==> config.mk <==
export PLATFORM = sky130hd
export DESIGN_NAME = data_cache
export DESIGN_NICKNAME = d
export VERILOG_FILES = /design/src/rtl/cache_pkg.sv /design/src/rtl/cache_array.sv /design/src/rtl/data_cache.sv
export SDC_FILE = /design/constraint.sdc
export NUM_CORES = 1
export LEC_CHECK = 0
export ABC_AREA = 1
export CAP_MARGIN = 30
export CORE_ASPECT_RATIO = 1.25
export CORE_MARGIN = 4
export CORE_UTILIZATION = 30
export CTS_BUF_LIST = sky130_fd_sc_hd__clkbuf_16
export CTS_CLUSTER_DIAMETER = 200
export DETAILED_ROUTE_END_ITERATION = 7
export PLACE_DENSITY_LB_ADDON = 0.05
export SETUP_SLACK_MARGIN = 0.05
export SYNTH_ARGS = -nofsm -noshare
export SYNTH_HDL_FRONTEND = slang
export SYNTH_SLANG_ARGS = --single-unit
==> constraint.sdc <==
create_clock -name CLK -period 3.93 [get_ports CLK]
set_clock_uncertainty 0.2 [all_clocks]
set_input_delay 0.9825 -clock CLK [delete_from_list [all_inputs] [get_ports CLK]]
set_output_delay 0.9825 -clock CLK [all_outputs]
set_load 0.02 [all_outputs]
==> src/rtl/cache_pkg.sv <==
// Shared types, geometry constants and byte-lane helpers for the direct-mapped data cache.
package cache_pkg;

    localparam int ADDR_W     = 8;
    localparam int DATA_W     = 8;
    localparam int INDEX_W    = 3;
    localparam int OFFSET_W   = 2;
    localparam int TAG_W      = ADDR_W - INDEX_W - OFFSET_W;
    localparam int BLOCK_W    = 32;
    localparam int NUM_BLOCKS = 8;
    localparam int MEM_ADDR_W = TAG_W + INDEX_W;

    typedef enum logic [1:0] {
        IDLE      = 2'd0,
        WRITEBACK = 2'd1,
        FETCH     = 2'd2,
        UPDATE    = 2'd3
    } cache_state_e;

    // Extract one byte lane of a block; byte 0 sits in the low bits.
    function automatic logic [DATA_W-1:0] byte_select(
        input logic [BLOCK_W-1:0]  block,
        input logic [OFFSET_W-1:0] offset
    );
        logic [DATA_W-1:0] result;
        case (offset)
            2'd0:    result = block[7:0];
            2'd1:    result = block[15:8];
            2'd2:    result = block[23:16];
            2'd3:    result = block[31:24];
            default: result = 8'h00;
        endcase
        return result;
    endfunction

    // Replace one byte lane of a block, leaving the other lanes untouched.
    function automatic logic [BLOCK_W-1:0] byte_insert(
        input logic [BLOCK_W-1:0]  block,
        input logic [OFFSET_W-1:0] offset,
        input logic [DATA_W-1:0]   value
    );
        logic [BLOCK_W-1:0] result;
        result = block;
        case (offset)
            2'd0:    result[7:0]   = value;
            2'd1:    result[15:8]  = value;
            2'd2:    result[23:16] = value;
            2'd3:    result[31:24] = value;
            default: result = block;
        endcase
        return result;
    endfunction

endpackage

==> src/rtl/cache_array.sv <==
// Eight-entry valid/dirty/tag/data storage: one combinational read port,
// one synchronous write port (CPU byte store or full-block refill).
module cache_array
    import cache_pkg::*;
(
    input  logic                clk,
    input  logic                rst_n,
    input  logic [INDEX_W-1:0]  rd_index,
    output logic                rd_valid,
    output logic                rd_dirty,
    output logic [TAG_W-1:0]    rd_tag,
    output logic [BLOCK_W-1:0]  rd_data,
    input  logic [INDEX_W-1:0]  wr_index,
    input  logic                byte_en,
    input  logic [OFFSET_W-1:0] byte_offset,
    input  logic [DATA_W-1:0]   byte_data,
    input  logic                fill_en,
    input  logic [TAG_W-1:0]    fill_tag,
    input  logic [BLOCK_W-1:0]  fill_data
);

    logic [NUM_BLOCKS-1:0] valid_r;
    logic [NUM_BLOCKS-1:0] dirty_r;
    logic [TAG_W-1:0]      tag_r  [NUM_BLOCKS];
    logic [BLOCK_W-1:0]    data_r [NUM_BLOCKS];

    // Status bits: cleared on reset, set by refill (clean) or byte store (dirty).
    always_ff @(posedge clk) begin
        if (!rst_n) begin
            valid_r <= {NUM_BLOCKS{1'b0}};
            dirty_r <= {NUM_BLOCKS{1'b0}};
        end else if (fill_en) begin
            valid_r[wr_index] <= 1'b1;
            dirty_r[wr_index] <= 1'b0;
        end else if (byte_en) begin
            dirty_r[wr_index] <= 1'b1;
        end else begin
            valid_r <= valid_r;
            dirty_r <= dirty_r;
        end
    end

    // Tag and data payload: not reset, only meaningful while the entry is valid.
    always_ff @(posedge clk) begin
        if (fill_en) begin
            tag_r[wr_index]  <= fill_tag;
            data_r[wr_index] <= fill_data;
        end else if (byte_en) begin
            data_r[wr_index] <= byte_insert(data_r[wr_index], byte_offset, byte_data);
        end
    end

    assign rd_valid = valid_r[rd_index];
    assign rd_dirty = dirty_r[rd_index];
    assign rd_tag   = tag_r[rd_index];
    assign rd_data  = data_r[rd_index];

endmodule

==> src/rtl/data_cache.sv <==
// Write-back, write-allocate, direct-mapped data cache between the CPU data
// port and block-wide data memory. Hits complete with no stall; misses run
// WRITEBACK (if dirty) -> FETCH -> UPDATE and then replay as a hit.
module data_cache
    import cache_pkg::*;
(
    input  logic                  CLK,
    input  logic                  RESET,
    input  logic                  READ,
    input  logic                  WRITE,
    input  logic [ADDR_W-1:0]     ADDRESS,
    input  logic [DATA_W-1:0]     WRITEDATA,
    output logic [DATA_W-1:0]     READDATA,
    output logic                  BUSYWAIT,
    output logic                  mem_read,
    output logic                  mem_write,
    output logic [MEM_ADDR_W-1:0] mem_address,
    output logic [BLOCK_W-1:0]    mem_writedata,
    input  logic [BLOCK_W-1:0]    mem_readdata,
    input  logic                  mem_busywait
);

    cache_state_e          state_r;
    cache_state_e          state_next_s;
    logic [INDEX_W-1:0]    index_r;
    logic [TAG_W-1:0]      tag_r;
    logic [BLOCK_W-1:0]    fill_data_r;
    logic                  mem_read_r;
    logic                  mem_write_r;

    logic [TAG_W-1:0]      req_tag_s;
    logic [INDEX_W-1:0]    req_index_s;
    logic [OFFSET_W-1:0]   req_offset_s;
    logic [INDEX_W-1:0]    arr_index_s;
    logic                  ent_valid_s;
    logic                  ent_dirty_s;
    logic [TAG_W-1:0]      ent_tag_s;
    logic [BLOCK_W-1:0]    ent_data_s;
    logic                  idle_s;
    logic                  req_s;
    logic                  hit_s;
    logic                  byte_we_s;
    logic                  fill_we_s;

    assign req_tag_s    = ADDRESS[7:5];
    assign req_index_s  = ADDRESS[4:2];
    assign req_offset_s = ADDRESS[1:0];
    assign idle_s       = (state_r == IDLE);
    assign req_s        = READ | WRITE;

    // Outside IDLE the array is addressed from the latched index so the
    // writeback block and refill target cannot move under the memory.
    always_comb begin
        arr_index_s = index_r;
        if (idle_s) begin
            arr_index_s = req_index_s;
        end else begin
            arr_index_s = index_r;
        end
    end

    cache_array u_array (
        .clk         (CLK),
        .rst_n       (RESET),
        .rd_index    (arr_index_s),
        .rd_valid    (ent_valid_s),
        .rd_dirty    (ent_dirty_s),
        .rd_tag      (ent_tag_s),
        .rd_data     (ent_data_s),
        .wr_index    (arr_index_s),
        .byte_en     (byte_we_s),
        .byte_offset (req_offset_s),
        .byte_data   (WRITEDATA),
        .fill_en     (fill_we_s),
        .fill_tag    (tag_r),
        .fill_data   (fill_data_r)
    );

    assign hit_s     = ent_valid_s && (ent_tag_s == req_tag_s);
    assign byte_we_s = RESET && WRITE && idle_s && hit_s;
    assign fill_we_s = RESET && (state_r == UPDATE);

    // CPU-side response: zero-cycle hits, stall on everything else.
    always_comb begin
        READDATA = 8'h00;
        BUSYWAIT = 1'b0;
        if (RESET && req_s && !(idle_s && hit_s)) begin
            BUSYWAIT = 1'b1;
        end else begin
            BUSYWAIT = 1'b0;
        end
        if (READ && idle_s && hit_s) begin
            READDATA = byte_select(ent_data_s, req_offset_s);
        end else begin
            READDATA = 8'h00;
        end
    end

    // Miss sequencing: next state from current state, hit and memory handshake.
    always_comb begin
        state_next_s = state_r;
        case (state_r)
            IDLE: begin
                if (req_s && !hit_s) begin
                    if (ent_valid_s && ent_dirty_s) begin
                        state_next_s = WRITEBACK;
                    end else begin
                        state_next_s = FETCH;
                    end
                end else begin
                    state_next_s = IDLE;
                end
            end
            WRITEBACK: begin
                if (!mem_busywait) begin
                    state_next_s = FETCH;
                end else begin
                    state_next_s = WRITEBACK;
                end
            end
            FETCH: begin
                if (!mem_busywait) begin
                    state_next_s = UPDATE;
                end else begin
                    state_next_s = FETCH;
                end
            end
            UPDATE:  state_next_s = IDLE;
            default: state_next_s = IDLE;
        endcase
    end

    // State register, request latch, refill capture and registered memory strobes.
    always_ff @(posedge CLK) begin
        if (!RESET) begin
            state_r     <= IDLE;
            index_r     <= 3'd0;
            tag_r       <= 3'd0;
            fill_data_r <= 32'h0000_0000;
            mem_read_r  <= 1'b0;
            mem_write_r <= 1'b0;
        end else begin
            state_r     <= state_next_s;
            mem_read_r  <= (state_next_s == FETCH);
            mem_write_r <= (state_next_s == WRITEBACK);
            if (idle_s) begin
                index_r <= req_index_s;
                tag_r   <= req_tag_s;
            end
            if ((state_r == FETCH) && !mem_busywait) begin
                fill_data_r <= mem_readdata;
            end
        end
    end

    // Memory-side address: victim block address during writeback, requested block otherwise.
    always_comb begin
        mem_address = {tag_r, index_r};
        if (state_r == WRITEBACK) begin
            mem_address = {ent_tag_s, index_r};
        end else begin
            mem_address = {tag_r, index_r};
        end
    end

    assign mem_writedata = ent_data_s;
    assign mem_read      = mem_read_r;
    assign mem_write     = mem_write_r;

endmodule
==> reports/qor.yml <==
synthesis:
  yosys_warnings: 0
  synth_fa_ha_area_frac: 0
  synth_common_cells: "edfxtp_1, nand2_1, inv_1"
  ys_top_cells_by_area: "edfxtp_1, dfxtp_1, nand2_1"
  async_flop_share: 0
  synth_edf_count: 280
  syn-cell-area_sq_um: 13860
  synthXorXnorAreaFrac: 0
  ys_seq_elements: 338
  yosys.area_share.simple: 0.1325
  synth_top_area_cell: "edfxtp_1"
  seq_area_frac_synth: 0.6904
  synth-compound-area-share: 0.1181
  synth.most_common_cell: "edfxtp_1"
  synth.area.mux_share: 0.005056
  synthCells: 1231
  avgSynthCellArea_sq_um: 11.26
  synth.distinct_cells: 32
  synth_top_family_by_area: "simple AND/OR/NAND/NOR gates"
  synth_nets: 1284
  ys.flop_type: "edfxtp_1"
  yosysTopAreaCellShare: 0.6067
global_route:
  busiest_layer: "met2"
  overflow: 0
  grt_pass1_vias: 10650
  grt_pass1_wl_um: 71530
  gr-usage-all-layers: 0.1941
  met1_usage: 0.2385
  grt_max_degree: 66
  grt_antenna_before_repair: 0
  grt_use_met3: 0.02852
  grt_util_met2: 0.3615
worst_setup_path:
  worstPathArrival_ns: 2.85
  max_stage_delay_ns: 0.37
  critical-path-top-delay-family: "simple AND/OR/NAND/NOR gates"
  setup.worst_path.end_class: "primary output"
  crit_path_start_kind: "flip-flop"
  crit_buf_inv: 5
  cp_common_cell: "buf_12"
  worstPathMaxFanout: 12
  required_ns: 2.75
  path_class: "flip-flop to primary output"
  path_cells: "nor2_4 > buf_12 > nand2_4 > nand2_4 > buf_12 > buf_12 > nor2_4 > buf_12 > a22oi_2 > nand4_1 > nand2_2 > nand3_2 > a21oi_2 > nor2_4 > buf_6"
  crit_path_top_delay_cell: "dfxtp_4"
timing:
  fin_crit_ns: 4.032
  worst_slack_ns: -0.1015
  max_slew_margin: 0.5453
  setup_viol: 11
  tightest_slew_ns: 0.6821
  hold_viol: 0
  rsz0062_at_grt: "yes"
  clock.fmax_mhz: 248.0
  slew_viol_final: 0
  whs_ns: 0.2421
  min_period_over_period: 1.026
cells_and_area:
  final-seq-area_sq_um: 9577
  drive_gt1_frac: 0.3437
  diodes: 0
  multi_input_area_sq_um: 4352
  postLayoutCoreUtil: 0.4412
  stdcell_count: 2187
  nets: 1632
  area_growth_pct: 44.49
  fillers: 4322
drt:
  first_pass_iters: 5
  viasPerCell: 4.779
  drc: 0
  drtIter0Drc: 465
  wire_per_inst_um: 22.55
  num_vias: 10450
  ant_nets: 0
  postRouteWirelength_um: 49310
die:
  die_w_um: 200.2
  die_h_um: 248.3
  rows: 87
  ios: 102
  dieArea_sq_um: 49720
  initial_core_util: 0.3053
  core-area_sq_um: 45390
power:
  pwr-share-comb: 0.558
  netSwitchingFraction: 0.3897
  seqPwrFrac: 0.254
  ir_drop_uv: 470.0
  internal_power_mw: 10.87
  p_leak_nw: 7.659
  power.switching_mw: 6.942
  clockPowerShare: 0.188
  powerDensity_nw_per_um2: 889.5
status:
  status: "finished, violations left"
  violations: "negative setup slack"
clocking:
  cts_buffers: 38
  cts_buffer_depth: 3
  tritoncts: "done"
  cts_root_buf: "clkbuf_16"
  path_clk_slew_ns: 0.06
  htreeDepth: 2
  insertion_delay_ns: 0.53
  clock-sinks: 338
place:
  dp_hpwl_um: 33480
  gp_congestion: 0.7624
  dp_slack_ns: -1.230
  port_buffers: 101
  place_inst: 2055
worst_hold_path:
  min_path_type: "flip-flop to flip-flop"
flow_run:
  drv_cap: 0
## per-stage QoR
stage	power, mW	TNS, ns	cell area, sq um
final	17.81	-0.7516	20030
after global routing	18.84	-2.302	20030
after detailed placement	12.58	-100.30	17280
after CTS	17.40	-0.9497	19590
after global placement	12.60	-94.11	17280
after floorplan	7.967	0	13860
## state kept, by name, summed over array words and instances (netlist names), named ones only
signal,cells
fill_data_r,32
index_r,3
mem_read,1
mem_write,1
state_r,2
tag_r,3
u_array.data_r,256
u_array.tag_r,24
u_array.valid_r,8
## worst register-to-register path: stages, from the launching register on
cell       delay [ns]
dfxtp_4          0.37
nor2_4           0.12
buf_12           0.14
nand2_4          0.06
nand2_4          0.10
bufbuf_16        0.27
nand2_1          0.06
nand3_1          0.08
nand2_1          0.07
nor2_1           0.14
nand2_1          0.07
nand2_1          0.08
nor2_2           0.04
nand2_2          0.12
inv_4            0.05
buf_4            0.12
buf_4            0.12
buf_4            0.17
nand2_4          0.13
buf_12           0.16
buf_4            0.14
nand2_1          0.06
o21ai_1          0.30
## layer usage
metal	routed length [um]	vias to the layer above
met5	0	-
met3	1940	62
li1	-	5016
met2	25700	216
met4	998	0
met1	20670	5158
## worst paths after layout
kind	start	end	slack [ns]	depth (start not counted)
worst max-delay path	state_r[1]$_SDFF_PN0_	READDATA[4]	-0.10	15
worst min-delay path	fill_data_r[14]$_SDFFE_PN0P_	fill_data_r[14]$_SDFFE_PN0P_	0.24	2
worst min register to register	fill_data_r[14]$_SDFFE_PN0P_	fill_data_r[14]$_SDFFE_PN0P_	0.24	2
worst max register to register	state_r[1]$_SDFF_PN0_	u_array.data_r[5][23]$_DFFE_PP_	0.48	22
## placed cells by master, fill, tap and decap left out, drive strengths merged, types with 36 or more instances in the layout
cell type and count:
buf 298, edfxtp 280, nand2 254, inv 132
o21ai 125, nor2 115, a21oi 70, a22oi 68
dfxtp 58, clkdlybuf4s50 53, clkbuf 45, nand3 36
## power groups by stage
stage | Combinational, mW | Clock, mW | Sequential (mW)
2_1_floorplan | 3.42 | 0 | 4.55
5_1_grt | 10.7 | 3.60 | 4.54
4_1_cts | 9.43 | 3.45 | 4.52
6_report | 9.95 | 3.35 | 4.52
3_5_place_dp | 8.00 | 0 | 4.58
3_3_place_gp | 8.02 | 0 | 4.58
## timing repair
item                                    CTS  global route
pin swaps                                73            53
endpoints found under the setup margin   44            40
gates cloned                              6             4
setup buffers                            44            13
hold buffers                              0             0
gates resized for setup                 348           112
## final cells by class
type                       count  area share
clock inverter                29    0.007560
clock buffer                  41     0.05123
sequential                   338      0.4782
multi-input combinational    719      0.2173
inverter                     120     0.02274
timing repair buffer         362      0.1868
tap                          578     0.03611
## cell families (layout without fill, tap and decap cells)
logic type | Yosys count | count (layout)
DFF | 338 | 338
buffers and inverters | 174 | 552
muxes | 7 | 7
and+or+nand+nor | 437 | 437
AOI/OAI and AO/OA | 275 | 275
Power figures use the tool's default switching activity.
